==> src/rtl/vector_reverse_stream.sv <==
`default_nettype none
// +--------------------------------------------------------------------------+
// | Module   : vector_reverse_stream                                         |
// | Purpose  : Registered valid/ready bit/group reversal engine (4 modes).   |
// |            Define VREV_SKID_EN for the two-entry skid-buffered variant.  |
// | Revision : 1.0 - initial release                                         |
// +--------------------------------------------------------------------------+
module vector_reverse_stream #(
    parameter int WIDTH = 100,
    parameter int GROUP = 4,
    parameter int CNT_W = 16
) (
    input  logic             clk,
    input  logic             reset,
    input  logic             din_valid,
    output logic             din_ready,
    input  logic [WIDTH-1:0] din,
    input  logic [1:0]       mode,
    output logic             dout_valid,
    input  logic             dout_ready,
    output logic [WIDTH-1:0] dout,
    output logic [CNT_W-1:0] dout_count
);

    localparam int NUM_GRP = WIDTH / GROUP;

    generate
        if (WIDTH < 2 || GROUP < 1 || (WIDTH % GROUP) != 0) begin : g_bad_cfg
            $error("vector_reverse_stream: WIDTH must be >= 2 and a multiple of GROUP");
        end
    endgenerate

    logic [WIDTH-1:0] w_rev_bits;
    logic [WIDTH-1:0] w_rev_grps;
    logic [WIDTH-1:0] w_rev_in_grp;
    logic [WIDTH-1:0] w_perm;
    logic             w_in_xfer;
    logic             w_out_xfer;

    logic             dout_valid_q, dout_valid_d;
    logic [WIDTH-1:0] dout_q, dout_d;
    logic [CNT_W-1:0] count_q, count_d;

    for (genvar gi = 0; gi < WIDTH; gi++) begin : g_bit
        assign w_rev_bits[gi] = din[WIDTH-1-gi];
    end

    for (genvar gk = 0; gk < NUM_GRP; gk++) begin : g_grp
        assign w_rev_grps[gk*GROUP +: GROUP] = din[(NUM_GRP-1-gk)*GROUP +: GROUP];
        for (genvar gj = 0; gj < GROUP; gj++) begin : g_in_grp
            assign w_rev_in_grp[gk*GROUP+gj] = din[gk*GROUP+GROUP-1-gj];
        end
    end

    always_comb begin
        w_perm = din;
        case (mode)
            2'd0:    w_perm = din;
            2'd1:    w_perm = w_rev_bits;
            2'd2:    w_perm = w_rev_grps;
            default: w_perm = w_rev_in_grp;
        endcase
    end

    assign w_in_xfer  = din_valid && din_ready;
    assign w_out_xfer = dout_valid_q && dout_ready;

`ifdef VREV_SKID_EN
    logic             skid_valid_q, skid_valid_d;
    logic [WIDTH-1:0] skid_q, skid_d;
    logic             rdy_q;

    // ready is registered as "skid empty next cycle", so it never sees dout_ready
    assign din_ready = rdy_q;

    always_comb begin
        dout_valid_d = dout_valid_q;
        dout_d       = dout_q;
        skid_valid_d = skid_valid_q;
        skid_d       = skid_q;
        if (!dout_valid_q || dout_ready) begin
            if (skid_valid_q) begin
                dout_d       = skid_q;
                dout_valid_d = 1'b1;
                skid_valid_d = 1'b0;
            end else if (w_in_xfer) begin
                dout_d       = w_perm;
                dout_valid_d = 1'b1;
            end else begin
                dout_valid_d = 1'b0;
            end
        end else if (w_in_xfer) begin
            skid_d       = w_perm;
            skid_valid_d = 1'b1;
        end
    end

    always_ff @(posedge clk or posedge reset) begin
        if (reset) begin
            skid_valid_q <= 1'b0;
            skid_q       <= '0;
            rdy_q        <= 1'b0;
        end else begin
            skid_valid_q <= skid_valid_d;
            skid_q       <= skid_d;
            rdy_q        <= !skid_valid_d;
        end
    end
`else
    assign din_ready = !dout_valid_q || dout_ready;

    always_comb begin
        dout_valid_d = dout_valid_q;
        dout_d       = dout_q;
        if (din_ready) begin
            dout_valid_d = w_in_xfer;
            if (w_in_xfer) begin
                dout_d = w_perm;
            end
        end
    end
`endif

    always_comb begin
        count_d = count_q;
        if (w_out_xfer) begin
            count_d = count_q + CNT_W'(1);
        end
    end

    always_ff @(posedge clk or posedge reset) begin
        if (reset) begin
            dout_valid_q <= 1'b0;
            dout_q       <= '0;
            count_q      <= '0;
        end else begin
            dout_valid_q <= dout_valid_d;
            dout_q       <= dout_d;
            count_q      <= count_d;
        end
    end

    assign dout_valid = dout_valid_q;
    assign dout       = dout_q;
    assign dout_count = count_q;

endmodule
`default_nettype wire

==> config.mk <==
export PLATFORM = sky130hd
export DESIGN_NAME = vector_reverse_stream
export DESIGN_NICKNAME = d
export VERILOG_FILES = /design/src/rtl/vector_reverse_stream.sv
export SDC_FILE = /design/constraint.sdc
export NUM_CORES = 1
export LEC_CHECK = 0
export CORE_MARGIN = 5
export CORE_UTILIZATION = 42
export DETAILED_ROUTE_END_ITERATION = 12
export GPL_ROUTABILITY_DRIVEN = 0
export HOLD_SLACK_MARGIN = 0.12
export PLACE_DENSITY = 0.77
export SLEW_MARGIN = 10
export SYNTH_ARGS = -nofsm -noshare
export SYNTH_HDL_FRONTEND = slang
export SYNTH_SLANG_ARGS = --single-unit
==> constraint.sdc <==
create_clock -name clk -period 4.05 [get_ports clk]
set_input_delay 1.0125 -clock clk [delete_from_list [all_inputs] [get_ports clk]]
set_output_delay 1.0125 -clock clk [all_outputs]
set_load 0.01 [all_outputs]
# Word-level counts from Yosys, hierarchy flattened
# Index checks and enable logic that the tools add are counted.
[word_totals] word_cells=13 input_bits=106 regBits=117
[classes] muxes=1 n_reduce_logical=6 n_eq_ne=2 addsub=1
[ops] operator="100-bit one-hot mux with 3 select lines" count=1
[ops] operator="16-bit by 1-bit adder with 16-bit output (second input constant)" count=1
[ops] operator="2-bit by 1-bit equality test with 1-bit output (second input constant)" count=1
[ops] operator="2-bit equality test (second input constant)" count=1
[ops] operator="1-bit logical AND" count=2
[ops] operator="2-bit zero test" count=1
[ops] operator="2-bit AND reduction" count=1
[ops] operator="1-bit zero test" count=1
[ops] operator="1-bit logical OR" count=1

# Logic depth before layout (Yosys ltp)
# Gate-level depths: netlist (run 1).
[logic_depth] word_depth=4 ltp_mapped=6 mapped_depth_nobuf=4

# Worst setup path after synthesis (run 1)
# Ideal clock, no wire load.
[synth_timing] path_type="input port to flip-flop" startpoint="input mode[0]" endpoint="register dout_q[0] (netlist: dout[0])" setup_slack_ns=1.833 path_stages=5 n_path_buf=3 arrival_time_ns=2.092 required_time_ns=3.925 path_cell_list="buf_6 -> buf_6 -> buf_2 -> mux4_2 -> mux2_2"
[synth_between] elab_chain_len=2 word_cells_on_any_way=4 classes_between="eq/ne: 2; mux: 1; reduce/logical: 1"
[synth_rtl] element="from (decl)" line_no="18" source="input logic [1:0] mode,"
[synth_rtl] element="2-bit equality test, or another cell as far along" line_no="57" source="case (mode)"
[synth_rtl] element="100-bit one-hot mux with 3 select lines (*)" line_no="57"
[synth_rtl] element="to (signal assigned)" line_no="138" source="dout_q <= dout_d;"
[synth_rtl] element="to (decl)" line_no="41" source="logic [WIDTH-1:0] dout_q, dout_d;"
# Every way passes the cells marked *; elsewhere a longest branch is shown, timed or not.
# A chain may end at the register's enable or synchronous reset.

# Worst setup path after layout (run 1)
[layout_timing] startpoint="input dout_ready" endpoint="output din_ready"
[layout_between] elab_chain_len=1
[layout_rtl] element="from (decl)" line_no="20" source="input logic dout_ready,"
[layout_rtl] element="1-bit logical OR" line_no="110" source="assign din_ready = !dout_valid_q || dout_ready;"
[layout_rtl] element="to (decl)" line_no="16" source="output logic din_ready,"
# Every way passes these cells.

==> metrics, run 1 <==
Synth area leaders=dfrtp_1 43%, mux4_2 31%, mux2_2 16%; Syn Std Cell Area=6850 sq um; switching share of total power=27.7%; Overall Power=between 4 and 5 mW; DP HPWL=around 13 mm; fin. max-slew vios=0; Hold Crit Depth=1; sequential cell area fraction in the yosys report=between 40% and 50%; hold crit path type=flip-flop to flip-flop; Synth Register Bits=between 100 and 150; Max Cap Viol=0; Reg2Reg Launch Point=dout_valid; Via Count=4,772; Port Buffers=223; Finish-stage setup viols=0; placeable core area=15,900 sq um; arrival time worst endpoint=around 2300 ps; width of the die=138 um; Setup Buffers After CTS=0; mean area per synthesized cell=between 15 and 20 sq um; cell taking the most area after synthesis=dfrtp_1; drt pass-1 iters=4; layout cells sized above 1=between 30 and 40%; worst reg-to-reg setup slack=about 2100 ps; Rel. slew slack=between 40% and 50%; FF-to-FF path depth=4; synth warn=0; Leak Pwr=between 3 and 4 nW; Longest Clk Path Bufs=2; fmax=around 300 MHz; H-tree depth=4; Simple-Gate Fraction of Synth Area=under 10%; Initial Util=between 40% and 50%; Syn Nets=507; Clk pwr share=between 30% and 40%; initial antenna violation count=0; combinational share of power=between 20 and 30%; CTS tree=yes; Synth top area share=42.7%; HP Start=dout_count[15]; GRT Overall Usage=about a fifth; worst slew pin tran=approximately 800 ps; skew final=9.80 ps; final routed DRC violation total=0; post-synthesis mux area share=around half; IO Pins=224; n_diodes=0; fin crit period=approximately 3300 ps; post-route cell area=9760 sq um; cell area power density=443 nW/um^2; drt wl/cell=just over 20 um; overflow left after global routing=0; Std-Cell Rows=46; Hold Crit Endpoint=dout_count[15]; RR Endpoint=dout[45]; global-route wire length before repair=roughly 27 mm; P_int=approximately 3.1 mW; critical path capture point type=primary output; CTS Hold Buffers Added=0; largest family of logic cells by synthesized area=multiplexers; Root Buffer=clkbuf_16; CTS resizes=0; placed cells=around 810; switching power=between 1 and 1.5 mW; Layout Nets=about 720; P&R area growth vs syn=42.5%; vias in the first global route=a little over 5,000; Syn Inst Count=400; clock sink count=approximately 120; clk slew on worst S/H paths=around 60 ps; final wirelength=17.5 mm; Layout Cells excl Fill=around 850; run status=complete, no violations; Num CTS Buffers=17; critical path peak fanout=4; Max VDD drop=around 0.27 mV; most frequent cells in the layout=221 x clkdlybuf4s50_1, 117 x dfrtp_1, 97 x mux2_2, 94 x mux4_2, 17 x clkbuf_16; DRT antenna net count=0; vias per cell=5.64; Clk Latency, worst-skew pair=420 ps; Worst EP required=slightly above 3000 ps; largest net degree at the start of global routing=between 60 and 70; most common cell after layout, fill and taps aside=clkdlybuf4s50_1; final hold slack=476 ps; DIE AREA=between 15,000 and 20,000 sq um; period utilisation layout=a little over 80%; adder-cell share of the synthesized area=less than 1%; 1st-iter DRT viols=215; Setup TNS=0 ps; Hold Vio Cnt, Final=0; xor/xnor share of the synthesized area=1.92%; WS Path Type=input port to primary output; Compound-Gate Fraction of Synth Area=less than 1%; Die Y=138 um; RSZ-0062 raised after global routing=no; Synth cell types=23; part of the power in registers=between 30% and 40%; instance area after placement=9170 sq um; critical path launch point type=input port
## synth_stat cells (all sizes together)
cell type  instances
dfrtp            117
mux2              97
mux4              96
buf               33
xnor2             12
nand2             11
nand3              6
mux2i              4
nand4              4
o21ai              4
nor2               3
xor2               3
and3               2
and4               2
nand2b             2
and2               1
ha                 1
inv                1
nor3               1
## worst max-delay path by stage
| stage | from | end | cells after the start |
|---|---|---|---|
| 2_1_floorplan | reset | dout[0] | 1 |
| 3_3_place_gp | dout_ready | din_ready | 3 |
| 3_5_place_dp | dout_ready | din_ready | 3 |
| 4_1_cts | dout_ready | din_ready | 3 |
| 5_1_grt | dout_ready | din_ready | 3 |
| 6_report | dout_ready | din_ready | 3 |
## logic make-up after synthesis
group                    after synthesis
AO/OA/AOI/OAI                          4
flip-flops                           117
multiplexers                         197
buffers and inverters                 34
adder cells (fa/ha/maj)                1
AND/OR/NAND/NOR                       32
XOR/XNOR                              15
## critical path, cell delays in order
cell and delay (ps):
clkdlybuf4s50_1 520, nand2b_1 220, clkdlybuf4s50_1 580
## metal layers
metal  GRT usage (%)  share of wire, %  vias up
li1                -                 -     2058
met1            23.3                39     2511
met2            30.5                51      181
met3            6.98               8.6       22
met4            6.04               1.7        0
met5               0                 0        -
## power by group through the flow
| stage | clock network, mW | registers (mW) | logic (mW) |
|---|---|---|---|
| global placement | 0 | 1.56 | 1.26 |
| CTS | 1.53 | 1.55 | 1.30 |
| detailed placement | 0 | 1.57 | 1.29 |
| floorplan | 0 | 1.65 | 0.498 |
| finish | 1.50 | 1.55 | 1.28 |
| global route | 1.59 | 1.58 | 1.37 |
## flip-flops by register name, summed over array words and instances, names as in the netlist
signal	cells
dout	100
dout_valid	1
dout_count	16
## cell type report
class / count / area (sq um)
fill: 1207 / 6180
multi-input combinational: 249 / 3630
sequential: 117 / 2930
timing repair buffer: 231 / 2320
clock buffer: 18 / 439
tap: 216 / 270
clock inverter: 14 / 155
inverter: 1 / 7.51
## through the flow
| step | utilization (%) | setup slack, ps |
|---|---|---|
| global route | 61.2 | 672 |
| CTS | 61.2 | 703 |
| detailed placement | 57.5 | 709 |
| floorplan | - | 1610 |
| global placement | 57.5 | 746 |
| finish | 61.2 | 708 |
Power figures use the tool's default switching activity.
==> run 2, diff against run 1 <==
- CORE_UTILIZATION: 42 -> 47
- PLACE_DENSITY: 0.77 -> 0.82
- clock period: 4.05 -> 3.5 ns (I/O delays scaled with it)
==> metrics, run 2 (synthesis results as in run 1) <==
final wirelength=16.7 mm; initial antenna violation count=0; clk slew on worst S/H paths=roughly 50 ps; CP startpoint=dout_ready; CTS Hold Buffers Added=0; fin crit period=around 3000 ps; Leak Pwr=3.77 nW; delay-heaviest family, CP=buffers and inverters; CTS resizes=0; critical path depth in cells=3; Finish-stage setup viols=0; Hold Vio Cnt, Final=0; HP Start=dout[49]; final routed DRC violation total=0; run status=complete, no violations; worst slew pin tran=675 ps; overflow left after global routing=0; Buffers & Inverters on Critical Path=2; H-tree depth=4; Longest Clk Path Bufs=2; largest net degree at the start of global routing=61; critical path capture point type=primary output; 1st-iter DRT viols=around 140; Critical Path, Cell by Cell=clkdlybuf4s50_1, nand2b_1, clkdlybuf4s50_1; Via Count=approximately 4,800; P&R area growth vs syn=42.2%; skew final=about 4.8 ps; Initial Util=a little under half; fmax=between 300 and 400 MHz; layout cells sized above 1=36.6%; Port Buffers=223; WS Path Type=input port to primary output; Clk Latency, worst-skew pair=410 ps; Reg2Reg Launch Point=dout_valid; GRT Overall Usage=20.3%; arrival time worst endpoint=between 2000 and 2500 ps; FF-to-FF path depth=4; drt pass-1 iters=4; width of the die=~130 um; fin. max-slew vios=0; Overall Power=between 4 and 5 mW; most frequent CP cell=clkdlybuf4s50_1; slowest stage delay, CP=about 570 ps; RSZ-0062 raised after global routing=no; clock sink count=between 100 and 150; placeable core area=14,400 sq um; most common cell after layout, fill and taps aside=clkdlybuf4s50_1; vias per cell=5.85; Setup TNS=0 ps; Std-Cell Rows=44; hold crit path type=flip-flop to flip-flop; Worst EP required=2620 ps; most frequent cells in the layout=221 x clkdlybuf4s50_1, 117 x dfrtp_1, 97 x mux2_2, 94 x mux4_2, 17 x clkbuf_16; IO Pins=approximately 220; flip-flop count of the largest register after layout=100; Setup Buffers After CTS=0; DRT antenna net count=0; crit path capture=din_ready; CTS tree=yes; global-route wire length before repair=approximately 27 mm; Num CTS Buffers=17; DP HPWL=roughly 12 mm; RR Endpoint=dout[39]; period utilisation layout=87.7%; Rel. slew slack=between 50% and 60%; Max VDD drop=0.286 mV; critical path peak fanout=4; worst reg-to-reg setup slack=1770 ps; drt wl/cell=between 20 and 25 um; critical path launch point type=input port; Max Cap Viol=0; Root Buffer=clkbuf_16; n_diodes=0; Worst path slowest cell=clkdlybuf4s50_1; DIE AREA=between 15,000 and 20,000 sq um; Die Y=131 um; cell area power density=between 500 and 600 nW/um^2; Layout Nets=around 730; vias in the first global route=approximately 5,000
-- run 2: worst min path at each step --
stage,endpoint,slack (ps),cells after the start
global placement,dout_count[15],460,1
detailed placement,dout[49],470,2
CTS,dout[49],480,2
finish,dout[49],480,2
floorplan,dout_count[15],510,1
global route,dout_count[15],490,1
-- run 2: metal layers --
| metal | up-vias | wire length, um | track usage [%] |
|---|---|---|---|
| met3 | 22 | 1850 | 9.63 |
| met4 | 0 | 276 | 6.59 |
| met1 | 2488 | 6310 | 25.6 |
| met2 | 191 | 8300 | 31.2 |
| li1 | 2053 | - | - |
| met5 | - | 0 | 0 |
-- run 2: tightest hold or removal path, delay by kind of cell, from the launching register on --
family	cells	cell delay [ps]
compound gates	1	60
simple gates	1	40
flops	1	340
-- run 2: layout make-up --
cell class,count,area (sq um)
Fill cell,974,4690
Clock buffer,24,492
Clock inverter,5,50.0
Multi-Input combinational cell,249,3630
Inverter,1,7.51
Timing Repair Buffer,232,2390
Tap cell,184,230
Sequential cell,117,2930
-- run 2: per-stage QoR --
stage / hold slack, ps / std cells / area, sq um / setup slack (ps) / utilization [%]
6_report: 480 / 812 / 9740 / 431 / 67.5
5_1_grt: 492 / 812 / 9740 / 354 / 67.5
4_1_cts: 483 / 812 / 9740 / 421 / 67.5
3_5_place_dp: 471 / 783 / 9200 / 439 / 63.7
3_3_place_gp: 464 / 783 / 9200 / 420 / 63.7
2_1_floorplan: 508 / 400 / 6850 / 1200 / -
-- run 2: power breakdown --
part	total [mW]	leakage (nW)	internal [mW]	switching, mW
logic	1.48	2.10	0.942	0.543
clock network	1.61	0.272	1.03	0.577
registers	1.79	1.40	1.62	0.174
==> run 3, diff against run 2 <==
- CORE_ASPECT_RATIO: not set -> 1.75
==> metrics, run 3 (synthesis results as in run 1) <==
flip-flop count of the largest register after layout=100; Num CTS Buffers=17; Leak Pwr=about 3.8 nW; Std-Cell Rows=58; drt pass-1 iters=4; slowest stage delay, CP=roughly 570 ps; DRT antenna net count=0; most common cell after layout, fill and taps aside=clkdlybuf4s50_1; arrival time worst endpoint=2170 ps; final hold slack=approximately 470 ps; DIE AREA=roughly 17,000 sq um; Clk Latency, worst-skew pair=410 ps; Layout Nets=723; DP HPWL=about 13 mm; Max Cap Viol=0; run status=complete, no violations; Die Y=approximately 170 um; hold crit path type=flip-flop to flip-flop; placeable core area=approximately 14,000 sq um; P&R area growth vs syn=42.9%; Worst path slowest cell=clkdlybuf4s50_1; clk slew on worst S/H paths=~60 ps; Max VDD drop=approximately 0.44 mV; vias in the first global route=5,239; CTS tree=yes; final wirelength=between 15 and 20 mm; IO Pins=about 220; fmax=approximately 330 MHz; Longest Clk Path Bufs=2; largest net degree at the start of global routing=around 120; Via Count=4,753; final routed DRC violation total=0; RSZ-0062 raised after global routing=no; skew final=about 9 ps; Hold Vio Cnt, Final=0; Worst EP required=2620 ps; most frequent cells in the layout=221 x clkdlybuf4s50_1, 117 x dfrtp_1, 97 x mux2_2, 94 x mux4_2, 17 x clkbuf_16; Finish-stage setup viols=0; WS Path Type=input port to primary output; overflow left after global routing=0; Setup Buffers After CTS=0; Root Buffer=clkbuf_16; dpl ws=~450 ps; placed cells=slightly below 800; Rel. slew slack=56.4%; clock sink count=117; GRT Overall Usage=between 20% and 30%; Reg2Reg Launch Point=dout_valid; HP Start=dout_count[15]; critical path launch point type=input port; worst reg-to-reg setup slack=around 1700 ps; fin crit period=about 3000 ps; instance area after placement=just over 9000 sq um; width of the die=101 um; Initial Util=47.7%; RR Endpoint=dout[40]; most frequent CP cell=clkdlybuf4s50_1; Hold Crit Depth=1; Layout Cells excl Fill=a little over 800; worst slew pin tran=roughly 650 ps; Hold Crit Endpoint=dout_count[15]; initial antenna violation count=1; critical path capture point type=primary output; fin worst setup slack=455 ps; drt wl/cell=roughly 22 um; FF-to-FF path depth=4; 1st-iter DRT viols=between 150 and 200; cell area power density=~520 nW/um^2; Overall Power=5.13 mW; fin. max-slew vios=0; global-route wire length before repair=about 28 mm; H-tree depth=4; period utilisation layout=between 80% and 90%; vias per cell=about 5.9; Port Buffers=~220; Finished Core Util=68.1%; Setup TNS=0 ps; CTS Hold Buffers Added=0; layout cells sized above 1=a little under two fifths; critical path peak fanout=4; CTS resizes=0; Critical Path, Cell by Cell=clkdlybuf4s50_1, nand2b_1, clkdlybuf4s50_1; post-route cell area=9790 sq um
[run 3: layout make-up]
| cell class | count | area, sq um |
|---|---|---|
| Antenna cell | 1 | 2.50 |
| Clock buffer | 20 | 457 |
| Clock inverter | 12 | 176 |
| Fill cell | 999 | 4580 |
| Inverter | 1 | 7.51 |
| Multi-Input combinational cell | 249 | 3630 |
| Sequential cell | 117 | 2930 |
| Tap cell | 180 | 225 |
| Timing Repair Buffer | 230 | 2350 |
[run 3: worst max-delay path: cells and delay by family]
kind / cells / cell delay, ps
simple gates: 1 / 200
buf+inv: 2 / 1090
[run 3: where the power goes]
group / switching, mW / leakage (nW) / internal [mW]
Combinational: 0.553 / 2.09 / 0.938
Clock: 0.634 / 0.306 / 1.23
Sequential: 0.166 / 1.40 / 1.61
[run 3: layer usage]
metal	track usage [%]	up-vias	share of wire (%)
li1	-	2051	-
met1	23.7	2512	35
met2	36.9	165	56
met3	6.46	25	7.1
met4	7.87	0	2.6
met5	0	-	0
[run 3: how the worst max path moves through the flow]
| stage | start | to | slack [ps] | cells past startpoint |
|---|---|---|---|---|
| detailed placement | dout_ready | din_ready | 450 | 3 |
| finish | dout_ready | din_ready | 460 | 3 |
| floorplan | reset | dout[0] | 1200 | 1 |
| global placement | dout_ready | din_ready | 480 | 3 |
| global route | dout_ready | din_ready | 420 | 3 |
| CTS | dout_ready | din_ready | 450 | 3 |
